<file path="config.mk">
export PLATFORM = sky130hd
export DESIGN_NAME = write_controller
export DESIGN_NICKNAME = d
export VERILOG_FILES = /design/src/rtl/write_controller.sv
export SDC_FILE = /design/constraint.sdc
export NUM_CORES = 1
export LEC_CHECK = 0
export ABC_CLOCK_PERIOD_IN_PS = 2500
export BUFFER_PORTS_ARGS = -buffer_cell sky130_fd_sc_hd__buf_2
export CORE_MARGIN = 5
export CORE_UTILIZATION = 45
export CTS_BUF_LIST = sky130_fd_sc_hd__clkbuf_2 sky130_fd_sc_hd__clkbuf_4 sky130_fd_sc_hd__clkbuf_8
export CTS_CLUSTER_DIAMETER = 100
export DETAILED_ROUTE_END_ITERATION = 12
export PLACE_DENSITY_LB_ADDON = 0.1
export SLEW_MARGIN = 20
export SYNTH_ARGS = -nofsm -noshare
export SYNTH_HDL_FRONTEND = slang
export SYNTH_SLANG_ARGS = --single-unit
</file>
<file path="constraint.sdc">
create_clock -name ipClk -period 2.5 [get_ports ipClk]
set_input_delay 0.375 -clock ipClk [delete_from_list [all_inputs] [get_ports ipClk]]
set_output_delay 0.375 -clock ipClk [all_outputs]
set_load 0.05 [all_outputs]
</file>
<file path="src/rtl/write_controller.sv">
// ============================================================================
// Module   : write_controller
// Purpose  : Assembles UART write-request packets into a register write and
//            returns a one-byte acknowledge packet to the requester.
// Revision : 1.0 - initial release
// ============================================================================
`default_nettype none

package uartPkg;
  typedef struct packed {
    logic [7:0] Source;
    logic [7:0] Destination;
    logic [7:0] Length;
    logic       SoP;
    logic       EoP;
    logic [7:0] Data;
    logic       Valid;
  } UART_PACKET;
endpackage

module write_controller
  import uartPkg::*;
#(
  parameter logic [7:0] WRITE_DEST  = 8'h01,
  parameter int         DATA_LENGTH = 5
) (
  input  logic        ipClk,
  input  logic        reset,
  input  UART_PACKET  ipRxStream,
  input  logic        ipTxReady,
  output UART_PACKET  opTxStream,
  output logic [7:0]  opWriteAddress,
  output logic [31:0] opWriteData,
  output logic        opWrite,
  output logic        opError
);

  typedef enum logic [1:0] {
    IDLE   = 2'd0,
    DATA   = 2'd1,
    COMMIT = 2'd2,
    ACK    = 2'd3
  } stateT;

  // cnt value carried by the final data byte of a well-formed request
  localparam logic [1:0] LAST_CNT = 2'(DATA_LENGTH - 2);

  stateT       state, nState;
  logic [1:0]  cnt, nCnt;
  logic [7:0]  srcReg, nSrc;
  logic [7:0]  nAddr;
  logic [31:0] nData;
  logic        nWrite, nError;
  UART_PACKET  nTx;

  logic beat, destHit;
  logic unusedRx;

  assign beat     = ipRxStream.Valid;
  assign destHit  = (ipRxStream.Destination == WRITE_DEST);
  assign unusedRx = &{1'b0, ipRxStream.Length};

  always_ff @(posedge ipClk) begin
    if (reset) begin
      state          <= IDLE;
      cnt            <= 2'd0;
      srcReg         <= 8'd0;
      opWriteAddress <= 8'd0;
      opWriteData    <= 32'd0;
      opWrite        <= 1'b0;
      opError        <= 1'b0;
      opTxStream     <= '0;
    end else begin
      state          <= nState;
      cnt            <= nCnt;
      srcReg         <= nSrc;
      opWriteAddress <= nAddr;
      opWriteData    <= nData;
      opWrite        <= nWrite;
      opError        <= nError;
      opTxStream     <= nTx;
    end
  end

  always_comb begin
    nState = state;
    nCnt   = cnt;
    nSrc   = srcReg;
    nAddr  = opWriteAddress;
    nData  = opWriteData;
    nWrite = 1'b0;
    nError = 1'b0;
    nTx    = '0;

    case (state)
      IDLE: begin
        if (beat && ipRxStream.SoP && destHit) begin
          if (ipRxStream.EoP) begin
            nError = 1'b1;
          end else begin
            nAddr  = ipRxStream.Data;
            nSrc   = ipRxStream.Source;
            nCnt   = 2'd0;
            nState = DATA;
          end
        end
      end

      DATA: begin
        if (beat) begin
          if (ipRxStream.SoP) begin
            // A fresh header abandons the partial request silently
            if (destHit && !ipRxStream.EoP) begin
              nAddr = ipRxStream.Data;
              nSrc  = ipRxStream.Source;
              nCnt  = 2'd0;
            end else begin
              nState = IDLE;
            end
          end else begin
            nData = {opWriteData[23:0], ipRxStream.Data};
            nCnt  = cnt + 2'd1;
            if (cnt == LAST_CNT) begin
              if (ipRxStream.EoP) begin
                nWrite = 1'b1;
                nState = COMMIT;
              end else begin
                nError = 1'b1;
                nState = IDLE;
              end
            end else if (ipRxStream.EoP) begin
              nError = 1'b1;
              nState = IDLE;
            end
          end
        end
      end

      COMMIT: begin
        nTx.Source      = WRITE_DEST;
        nTx.Destination = srcReg;
        nTx.Length      = 8'd1;
        nTx.SoP         = 1'b1;
        nTx.EoP         = 1'b1;
        nTx.Data        = opWriteAddress;
        nState          = ACK;
      end

      ACK: begin
        nTx       = opTxStream;
        nTx.Valid = ipTxReady;
        if (ipTxReady) begin
          nState = IDLE;
        end
      end

      default: begin
        nState = IDLE;
      end
    endcase
  end

endmodule

`default_nettype wire

</file>
# After elaboration in Yosys (flattened, before gate mapping)
# Index checks and enable logic that the tools add are counted.
# word_totals
register_bits	89
out_inout_bits	77
# classes
add_sub_neg	1
eq_ne	14
mux	36
n_bitwise	5
reduce_logical	12
# op_table
operator	n
8-bit two-way mux	10
34-bit one-hot mux with 2 select lines	1
8-bit one-hot mux with 2 select lines	2
2-bit two-way mux	14
2-bit inequality test (second input constant)	6
6-bit AND reduction	2
8-bit by 1-bit equality test with 1-bit output (second input constant)	1
2-bit one-hot mux with 4 select lines	1
2-bit equality test (second input constant)	3
1-bit two-way mux	6
3-bit inequality test (second input constant)	2
1-bit inverter	5
5-bit AND reduction	1
5-bit OR reduction	1
4-bit inequality test (second input constant)	1
2-bit one-hot mux with 2 select lines	1
1-bit logical AND	3
3-bit AND reduction	1
2-bit by 1-bit adder with 2-bit output (second input constant)	1
2-bit by 1-bit equality test with 1-bit output (second input constant)	1
2-bit logical NOT	1
1-bit one-hot mux with 2 select lines	1
2-bit nonzero test	1
2-bit OR reduction	1
1-bit logical NOT	1

# Longest topological paths before layout
# Gate-level depths: netlist of run 1.
# depth
depth_word	6
depth_mapped	7

# Worst setup path before layout of run 1
# OpenSTA, ideal clock, no wires.
# synth_path
path_type	input to register
start	input ipRxStream[20] in the netlist's numbering
end	register opError
setup_ps	79
arrival_ps	1383
path_slack_ps	1037
cell_stages	4
n_path_buf	0
path_cell_list	nor4b_4 -> nand4_1 -> or3b_1 -> a211oi_2
# synth_via
elab_chain_cells	4
# synth_rtl
element	line	text
start: declaration	29	input UART_PACKET ipRxStream,
8-bit by 1-bit equality test with 1-bit output	60	assign destHit = (ipRxStream.Destination == WRITE_DEST);
1-bit logical AND	97	if (beat && ipRxStream.SoP && destHit) begin
1-bit two-way mux	97	
1-bit one-hot mux with 2 select lines	95	case (state)
end signal: assignment	80	opError <= nError;
end: declaration	35	output logic opError
# No other way between the ends.
# A chain may end at the register's enable or synchronous reset.

==> results by stage, run 1 <==
STA:
- The setup-violating endpoint count in the final report is 0.
- Derived from the worst setup path, the maximum achievable clock frequency is 0.585 GHz.
- The post-layout minimum cycle time is between 1.5 and 2 ns.
- Between clock sinks in the finished design, the worst skew comes to 0.00464 ns.
- The total count of hold-check failures in the final report is 0.
- In the finished design, the share of the clock period the worst path needs comes to 0.684.
- At the pin with the least slew margin, the transition time is 0.723 ns.
- Adding up every negative setup slack in the final design gives 0 ns.
- The number of max-slew violations in the final report is 0.
- Setup repair after global routing left no endpoint under its margin.
- Measured against its own limit, the worst slew margin works out to 0.518.

Clock network:
- Clock latency on the worst-skew pair, taken at its later pin, is ~0.33 ns.
- The cell at the root of the clock tree is clkbuf_8.
- The number of sinks driven by the clock tree is 72.
- The clock tree from TritonCTS is yes.
- The number of buffers created by CTS is 9.
- The post-CTS setup-driven buffer insertion count is 0.
- The H-tree depth is 3.
- The number of buffers between clock root and the deepest sink is 2.
- Once the clock tree was built, the resizer swapped 0 gates to a different size.
- The clock-pin transition on the worst setup and hold timing paths is approximately 0.070 ns.
- The quantity of hold-fixing buffers added after cts is 0.

Final layout:
- The library cell used most frequently in the layout, excluding fill and tap cells, is nand2_1.
- In the layout the commonest cells are 102 x nand2_1, 92 x buf_2, 72 x dfxtp_1, 52 x a21oi_1, 18 x nor2_1.
- For this run, the share of the core covered by cells in the final layout is 0.573.
- The proportion of layout cells with a drive suffix above 1 is 0.283.
- The number of antenna diodes in the final layout is 0.
- After filler insertion, the fill cell instance count of the layout stands at 587.
- The number of nets in the layout is around 450.
- The final non-filler cell total is 489.
- From synthesis to final layout, the design area changed by 23.2%.

Floorplanning:
- The initial utilization of the core area, before any placement, comes to 0.465.
- The total area inside the core boundary comes to 0.00596 mm2.
- The floorplan has 28 rows.
- The floorplan step set the die width to 88.5 um.
- For this design the top-level I/O count stands at roughly 120.
- The area enclosed by the die boundary is 0.00783 mm2.
- The vertical extent of the die is 88.5 um.

Status:
- The run finished with clean final reports.

Worst setup path:
- The maximum fanout count along the critical path is 16.
- The startpoint kind of the worst setup timing path is a flip-flop.
- At the worst endpoint, the arrival time is 1.97 ns.
- The endpoint kind of the worst setup timing path is a flip-flop.
- The critical-path cell with the highest stage delay is and4_1.
- The critical path is of the flip-flop to flip-flop type.
- The signal on the critical path passes through nor3b_1 > and4_1 > nand2_1 > a21oi_1.
- The required arrival time at the worst endpoint is 2.76 ns.
- The stage delay of the slowest cell on the critical path is between 0.6 and 0.7 ns.

Global routing:
- The maximum number of pins on one net before global-route repair is 55.
- The number of global-route vias before repair is 2,070.
- The number of antenna violations at the first check in global routing is 0.
- Across every metal layer, demand over resource in global routing totals 0.162.
- The global-route congestion overflow total is 0.
- The first global-routing pass estimated 9980 um of wire.

Placement:
- Routability-driven placement finished with a final weighted congestion of 0.788.
- Buffers placed on the I/O ports in this run total 92.
- The post-detailed-placement half-perimeter wirelength is 4290 um.
- After detailed placement, the design holds a cell count of 473.

Route:
- Once detail routing completed, the nets flagged for antenna violations numbered 0.
- In the routed layout, each cell is associated on average with a via count of 4.80.
- The first routing iteration left 94 violations.
- The total length of routed wires is 6340 um.
- The routed length per placed instance is approximately 13 um.
- The final route contains 2,348 vias.
- In the routed design, unresolved DRC markers number 0.
- The iteration count of the initial detailed-routing pass is 4.

Logic synthesis:
- The post-synth design cell area is 0.00277 mm2.
- Of the synthesized area, sequential elements account for 0.520.
- The number of cells produced by synthesis is between 300 and 400.
- Synthesis inferred 72 register bits.
- A synthesized cell averages 8.50 um2.
- The count of synthesis-stage warnings from yosys is 0.
- The number of distinct standard cells referenced by the synthesized netlist is 29.

Min path:
- The worst hold path belongs to the class input pin to flip-flop.

Run:
- The count of maximum capacitance violations is 0.

Pwr:
- Across the VDD grid, the largest voltage drop is between 0.4 and 0.5 mV.
- In this run the power density over the cells is 664 mW/mm2.
- The leakage power summed over all cells is around 0.0014 uW.
- The post-route total power is 2270 uW.
==> state kept, by name, summed over array words and instances (netlist names), named ones only <==
signal,cells
opError,1
opTxStream,18
state,1
opWrite,1
cnt,2
opWriteAddress,8
opWriteData,32
srcReg,8
==> area by class of cell <==
cell class | instances | area (um2) | share of cell area
Sequential cell | 72 | 1440 | 0.422
Multi-Input combinational cell | 228 | 1150 | 0.337
Timing Repair Buffer | 97 | 498 | 0.146
Clock buffer | 13 | 160 | 0.0469
Tap cell | 75 | 93.8 | 0.0275
Clock inverter | 3 | 65.1 | 0.0191
Inverter | 1 | 3.75 | 0.00110
==> synth_stat cells <==
cell type	number	share of area
nand2_1	102	0.14
dfxtp_1	72	0.52
a21oi_1	52	0.094
buf_4	18	0.049
nor2_1	18	0.024
mux2i_1	16	0.058
buf_2	10	0.018
clkbuf_1	10	0.014
nand2b_1	3	0.0068
nand4_1	3	0.0068
ha_1	2	0.0090
nand3_1	2	0.0036
nor3b_1	2	0.0054
a211oi_1	1	0.0027
a211oi_2	1	0.0045
and2_1	1	0.0023
and3_1	1	0.0023
and3b_1	1	0.0032
and4_1	1	0.0032
conb_1	1	0.0014
inv_1	1	0.0014
nor3_1	1	0.0018
nor3b_2	1	0.0045
nor4_4	1	0.0077
nor4b_4	1	0.0086
o211ai_1	1	0.0027
o21ai_0	1	0.0018
or3b_1	1	0.0032
or4_1	1	0.0027
==> path summary, 6_finish.rpt <==
kind | start | cells past startpoint | slack (ns) | end
min reg2reg | opWriteData[29] | 2 | 0.45 | opWriteData[29]
max | flip-flop | 4 | 0.79 | srcReg[4]
min | ipTxReady | 3 | 0.28 | opTxStream[0]
max reg2reg | flip-flop | 4 | 0.79 | srcReg[4]
==> per-stage QoR <==
stage / worst slack (ns) / instance area (um2) / hold WS, ns
finish: 0.789 / 3410 / 0.277
global placement: 0.692 / 3190 / 0.438
detailed placement: 0.660 / 3190 / 0.443
CTS: 0.785 / 3410 / 0.265
floorplan: 1.04 / 2820 / 0.431
global route: 0.549 / 3410 / 0.275
==> per-layer routing <==
layer / up-vias / wire [um] / GRT usage
li1: 1200 / - / -
met1: 1068 / 2900 / 0.221
met2: 71 / 2890 / 0.243
met3: 9 / 482 / 0.0466
met4: 0 / 77 / 0.0618
met5: - / 0 / 0
==> where the power goes <==
part	switching (uW)	internal, uW	total, uW
clock	399	622	1020
sequential	0.173	1150	1150
combinational	78.7	22.3	101
==> worst max-delay path: cells and delay by family (launching register included) <==
family / cells / cell delay (ns)
and+or+nand+nor: 3 / 1.06
AOI/OAI and AO/OA: 1 / 0.16
DFF: 1 / 0.42
==> cells by family (layout without fill, tap and decap cells) <==
logic type,after synthesis,after routing,synth area share
compound gates,56,56,0.106
fa+ha+maj,2,2,0.00903
buf+inv,39,114,0.0817
flops,72,72,0.520
mux,16,16,0.0578
other cells,1,14,0.00135
simple gates,140,140,0.224
Power figures use the tool's default switching activity.
==> inputs of run 2 (changes only) <==
--- a/config.mk
+++ b/config.mk
@@ -5,7 +5,7 @@
 export SDC_FILE = /design/constraint.sdc
 export NUM_CORES = 1
 export LEC_CHECK = 0
-export ABC_CLOCK_PERIOD_IN_PS = 2500
+export ABC_CLOCK_PERIOD_IN_PS = 1680
 export BUFFER_PORTS_ARGS = -buffer_cell sky130_fd_sc_hd__buf_2
 export CORE_MARGIN = 5
 export CORE_UTILIZATION = 45
==> constraint.sdc (replaced) <==
create_clock -name ipClk -period 1.68 [get_ports ipClk]
set_input_delay 0.252 -clock ipClk [delete_from_list [all_inputs] [get_ports ipClk]]
set_output_delay 0.252 -clock ipClk [all_outputs]
set_load 0.05 [all_outputs]
==> results by stage, run 2 (synthesis gave the netlist of run 1 again) <==
Final layout:
- In the layout the commonest cells are 102 x nand2_1, 92 x buf_2, 72 x dfxtp_1, 52 x a21oi_1, 18 x nor2_1.
- The number of nets in the layout is 452.
- The proportion of layout cells with a drive suffix above 1 is 0.288.
- The library cell used most frequently in the layout, excluding fill and tap cells, is nand2_1.
- After filler insertion, the fill cell instance count of the layout stands at a little under 600.
- The post-synthesis to final-layout area growth is 24.5%.
- The largest registers in the layout are opWriteData x32, opTxStream x18.
- 0 antenna diodes ended up in the layout.
- After routing the design area is 0.00345 mm2.
- The register with the most flip-flops in the layout has 32 of them.
- opWriteData holds more flip-flops than any other register.

Clock network:
- TritonCTS built the clock tree.
- The tree built by TritonCTS fans out to 72 sinks.
- The number of buffers between clock root and the deepest sink is 2.
- The clock-pin transition on the worst setup and hold timing paths is 0.08 ns.
- The cell at the root of the clock tree is clkbuf_8.
- After clock tree synthesis, the flow added hold-fix buffers numbering 0.
- Buffers inserted during clock tree synthesis total 9.
- The clock insertion delay at the later pin of the skew report is 0.33 ns.
- After clock tree synthesis, the setup repair step added 0 buffers.
- CTS built an H-tree with a depth of 3.
- The number of gates resized after CTS was 0.

Floorplanning:
- The floorplan has 28 rows.
- During I/O placement, the number of pins put on the boundary was 115.
- The core region area is a little under 0.006 mm2.
- The initial core utilization is 0.465.
- The die is 88.5 um tall.
- From left edge to right edge, the die measures 88.5 um.
- The area enclosed by the die boundary is 0.00783 mm2.

Pwr:
- In this run the static leakage power is approximately 0.0014 uW.
- In this run the power density over the cells is 952 mW/mm2.
- The peak supply drop is between 0.4 and 0.5 mV.
- Overall power consumption after layout is estimated at around 3300 uW.

Worst setup path:
- Data on the critical path is required at its endpoint by about 1.9 ns.
- STA classifies the critical path startpoint as a flip-flop.
- The maximum fanout count along the critical path is 10.
- The critical-path cell with the highest stage delay is or4_1.
- STA classifies the critical path endpoint as a flip-flop.
- The data arrival time at the worst-slack endpoint is 1.71 ns.
- The critical path class is flip-flop to flip-flop.
- The register-to-register path setup slack is 0.19 ns.
- Counting both buffers and inverters, the worst setup path holds a total of 0.
- Grouping stages by cell kind, the critical path spends the most delay in simple AND/OR/NAND/NOR gates.
- On the worst path, the slowest cell contributes a delay of 0.54 ns.
- Traced cell by cell, the critical path runs through or4_1 > and3_1 > a21oi_1 > a211oi_1.

Global routing:
- The all-layer global routing usage is 0.168.
- The number of antenna violations at the first check in global routing came to 0.
- The wire length of the first global-routing pass is 10,200 um.
- The global-route congestion overflow total is 0.
- Entering global routing, the biggest net connects 36 pins.
- The number of global-route vias before repair is 2,170.

STA:
- After routing, the total negative slack on setup checks comes to 0 ns.
- The total count of hold-check failures in the final report was 0.
- The worst path meets setup with about 0.19 ns of slack.
- Setup violations remaining at the end of the flow were counted as 0.
- The post-layout minimum cycle time is approximately 1.5 ns.
- The number of max-slew violations in the final report is 0.
- The maximum operating frequency is between 0.6 and 0.7 GHz.
- The final worst clock skew is 0.00573 ns.
- The final cycle utilization of the critical path is 0.885.
- Setup repair after global routing left no endpoint under its margin.

Placement:
- At the placement stage, the worst setup path has a slack of 0.127 ns.
- The post-detailed-placement half-perimeter wirelength is 4450 um.
- Summing all placed instances gives a cell area of 0.00324 mm2.
- The port buffer count is slightly above 90.
- The routability-driven placement congestion ratio is 0.745.

Route:
- The total length of routed wires is 6340 um.
- The via-per-instance ratio is 4.76.
- In the final routed layout, each cell accounts on average for around 13 um.
- The DRC violation total after the first TritonRoute iteration is 91.
- The vias after detailed routing is 2,340.
- The remaining antenna violation count is 0.
- The remaining routing DRC violations is 0.
- The first TritonRoute pass finished after 4 iterations.

Run:
- The count of maximum capacitance violations is 0.

Min path:
- The worst min-delay path category is input pin to flip-flop.

Status:
- The flow ran to the end, and the final reports show no timing, DRC or antenna violations.
==> run 2: changes by cell type in the layout (fill, tap and decap cells not counted), sizes merged <==
cell and change:
clkbuf -2, buf +3, bufinv -1, clkinv -1
inv +2, clkinvlp +2
==> run 2: tightest hold or removal path, cell delays in order <==
cell     delay [ns]
buf_2          0.10
nand2_1        0.05
nor2_1         0.03
==> run 2: final timing paths <==
check,depth (start not counted),startpoint,end
setup / recovery,4,flip-flop,flip-flop
hold / removal,3,ipTxReady,opTxStream[0]
setup reg to reg,4,flip-flop,flip-flop
hold reg to reg,2,opWriteData[24],opWriteData[24]
==> run 2: per-layer routing <==
metal  part of all wire  track usage
met4             0.0074       0.0783
met2               0.47        0.263
met3              0.074       0.0419
met5                  0            0
met1               0.45        0.218
==> run 2: final cells by class <==
class	instances	area, um2	area share
Tap cell	75	93.8	0.0272
Multi-Input combinational cell	228	1150	0.334
Timing Repair Buffer	100	546	0.158
Inverter	1	3.75	0.00109
Clock buffer	11	151	0.0439
Sequential cell	72	1440	0.418
Clock inverter	5	62.6	0.0181
==> run 2: metrics by stage <==
step	util	hold WS [ns]	cells
2_1_floorplan	-	0.370	339
3_5_place_dp	0.543	0.445	476
6_report	0.579	0.152	492
5_1_grt	0.579	0.142	492
3_3_place_gp	0.543	0.438	476
4_1_cts	0.579	0.134	492
==> run 2: power breakdown <==
group          switching, uW  leakage (uW)  internal (uW)  total (uW)
sequential             0.250      0.000580           1700        1710
clock                    649      0.000103            777        1430
combinational            117      0.000736           34.8         152
total                    767       0.00142           2520        3280
==> inputs of run 3 (changes only) <==
--- a/config.mk
+++ b/config.mk
@@ -5,12 +5,12 @@
 export SDC_FILE = /design/constraint.sdc
 export NUM_CORES = 1
 export LEC_CHECK = 0
-export ABC_CLOCK_PERIOD_IN_PS = 1680
+export ABC_CLOCK_PERIOD_IN_PS = 1500
 export BUFFER_PORTS_ARGS = -buffer_cell sky130_fd_sc_hd__buf_2
 export CORE_MARGIN = 5
 export CORE_UTILIZATION = 45
 export CTS_BUF_LIST = sky130_fd_sc_hd__clkbuf_2 sky130_fd_sc_hd__clkbuf_4 sky130_fd_sc_hd__clkbuf_8
-export CTS_CLUSTER_DIAMETER = 100
+export CTS_CLUSTER_DIAMETER = 120
 export DETAILED_ROUTE_END_ITERATION = 12
 export PLACE_DENSITY_LB_ADDON = 0.1
 export SLEW_MARGIN = 20
==> constraint.sdc (replaced) <==
create_clock -name ipClk -period 1.5 [get_ports ipClk]
set_input_delay 0.225 -clock ipClk [delete_from_list [all_inputs] [get_ports ipClk]]
set_output_delay 0.225 -clock ipClk [all_outputs]
set_load 0.05 [all_outputs]
==> results by stage, run 3 (synthesis gave the netlist of run 1 again) <==
Placement:
- The pre-CTS setup slack is -0.00694 ns.
- Buffers placed on the I/O ports in this run total 92.
- The congestion estimate from routability-driven global placement came to 0.799.
- The post-detailed-placement half-perimeter wirelength is 4390 um.

STA:
- In the finished design, the share of the clock period the worst path needs comes to 0.948.
- The clock arrives with 0.00656 ns of skew.
- The setup slack of the critical path after layout is roughly 0.078 ns.
- The worst path in the final design needs a cycle of around 1.4 ns, including I/O delays and setup.
- The total count of hold-check failures in the final report is 0.
- The number of max-slew violations in the final report was 0.
- Setup repair after global routing left no endpoint under its margin.
- The setup-violating endpoint count in the final report is 0.
- For this run, the top clock speed supported by timing is between 0.7 and 0.8 GHz.

Clock network:
- After clock tree synthesis, the flow added hold-fix buffers numbering 0.
- Once the clock tree was built, the resizer swapped 0 gates to a different size.
- For the worst-skew pair, the clock arrives at the later sink with an insertion delay of around 0.33 ns.
- The clock passes through at most 2 buffers.
- In this run the post-CTS setup repair buffer count came out at 0.
- The clock-pin transition on the worst setup and hold timing paths is approximately 0.080 ns.
- Clock tree synthesis found a total of 72 sinks.
- The cell at the root of the clock tree is clkbuf_8.
- The H-tree was split into 3 levels.
- The clock tree from TritonCTS is yes.
- Counting the buffers created by CTS gives 9.

Route:
- The count of nets left with antenna violations once routing finished came out at 0.
- The routed layout has 2,368 vias.
- The first detailed-routing pass ran for 4 iterations.
- The DRC violation total after the first TritonRoute iteration is 83.
- In the routed layout, each cell is associated on average with a via count of 4.76.
- In the routed design, unresolved DRC markers number 0.
- The total length of routed wires is ~6300 um.
- The routed length per placed instance is ~13 um.

Final layout:
- The library cell used most frequently in the layout, excluding fill and tap cells, is nand2_1.
- The number of flip-flops in the largest register is 32.
- The antenna cell count is 0.
- The largest registers in the layout are opWriteData x32, opTxStream x18.
- The proportion of layout cells with a drive suffix above 1 is 0.308.
- Fill cells in the final layout number 579.
- For this run, the share of the core covered by cells in the final layout is 0.591.
- After the last flow step, the layout net total stands at 457.
- Leaving out fill and tap cells, the most frequent cells in the layout are 102 x nand2_1, 92 x buf_2, 71 x dfxtp_1, 51 x a21oi_1, 18 x nor2_1.
- The post-synthesis to final-layout area growth is 27.0%.
- opWriteData holds more flip-flops than any other register.

Worst setup path:
- STA puts the critical path data required time at approximately 1.7 ns.
- For the worst flop-to-flop path, the logic depth is 5.
- For the worst setup path, the data arrival time is 1.64 ns.
- The maximum fanout count along the critical path is 3.
- STA classifies the critical path endpoint as a flip-flop.
- The register-to-register path setup slack is 0.08 ns.
- The worst reg2reg path startpoint is cnt[0].
- The worst setup path is launched from a flip-flop.
- The setup path with the least slack is of type flip-flop to flip-flop.

Global routing:
- The number of antenna violations at the first check in global routing was 0.
- The maximum number of pins on one net before global-route repair is 36.
- The number of global-route vias before repair is 2,173.
- The global-route congestion overflow total is 0.
- For this run, the total global-route usage over all layers was measured as 0.165.
- The wire length of the first global-routing pass is slightly above 10,000 um.

Min path:
- The path with the worst hold slack has its endpoint at srcReg[1].
- The startpoint identified for the worst hold timing path is ipRxStream[28].
- The worst min-delay path category is input pin to flip-flop.
- The cell depth of the worst hold path is 3.

Pwr:
- In this run the static leakage power is 0.00146 uW.
- The peak supply drop is about 0.47 mV.
- For this design the ratio of total power to cell area is between 1000 and 1500 mW/mm2.

Run:
- The tool flagged a number of max-cap violations equal to 0.

Floorplanning:
- The area enclosed by the die boundary is 0.00783 mm2.
- The die is 88.5 um wide.
- For this configuration, the core starts out at a cell density of 0.465.
- The total area inside the core boundary comes to around 0.0060 mm2.
- The total I/O pin count is 115.
- The floorplan step set the die height to between 80 and 90 um.
- The cell row count is 28.

Status:
- The run finished with clean final reports.
==> run 3: where the power goes <==
part	switching, uW	total (uW)	internal [uW]
registers	0.214	1910	1910
clock network	690	1640	950
logic	133	173	40.0
==> run 3: critical path, cell delays in order (launching register included) <==
cell	delay, ns
dfxtp_2	0.33
ha_2	0.19
or4_1	0.40
and3_4	0.20
a21oi_2	0.15
a211oi_2	0.05
==> run 3: cell type report <==
cell class	instances	area (um2)	area share
Inverter	1	3.75	0.00107
Multi-Input combinational cell	228	1170	0.332
Timing Repair Buffer	105	596	0.169
Clock buffer	10	131	0.0373
Sequential cell	72	1440	0.410
Tap cell	75	93.8	0.0267
Clock inverter	6	83.8	0.0238
==> run 3: per-layer routing <==
metal  global-route usage  vias up  part of all wire
met5                    0        -                 0
li1                     -     1217                 -
met3               0.0438       11             0.074
met2                0.258       68              0.46
met1                0.218     1072              0.45
met4               0.0659        0             0.014
==> run 3: worst max path at each step <==
stage                         startpoint   endpoint  slack [ns]
final                             cnt[0]  flip-flop        0.08
after global routing              cnt[0]  flip-flop       0.009
after CTS                         cnt[0]   state[0]        0.05
after detailed placement  ipRxStream[24]    opError      -0.007
after global placement    ipRxStream[24]    opError       0.006
after floorplan                flip-flop  flip-flop        0.07
==> run 3: per-stage QoR <==
step / cell area (um2) / setup TNS (ns) / power (uW) / cells / hold WS, ns
5_1_grt: 3520 / 0 / 3870 / 497 / 0.138
3_5_place_dp: 3290 / -0.00694 / 2130 / 481 / 0.445
6_report: 3520 / 0 / 3720 / 497 / 0.130
2_1_floorplan: 2820 / 0 / 2090 / 339 / 0.343
3_3_place_gp: 3290 / 0 / 2130 / 481 / 0.439
4_1_cts: 3500 / 0 / 3770 / 497 / 0.118
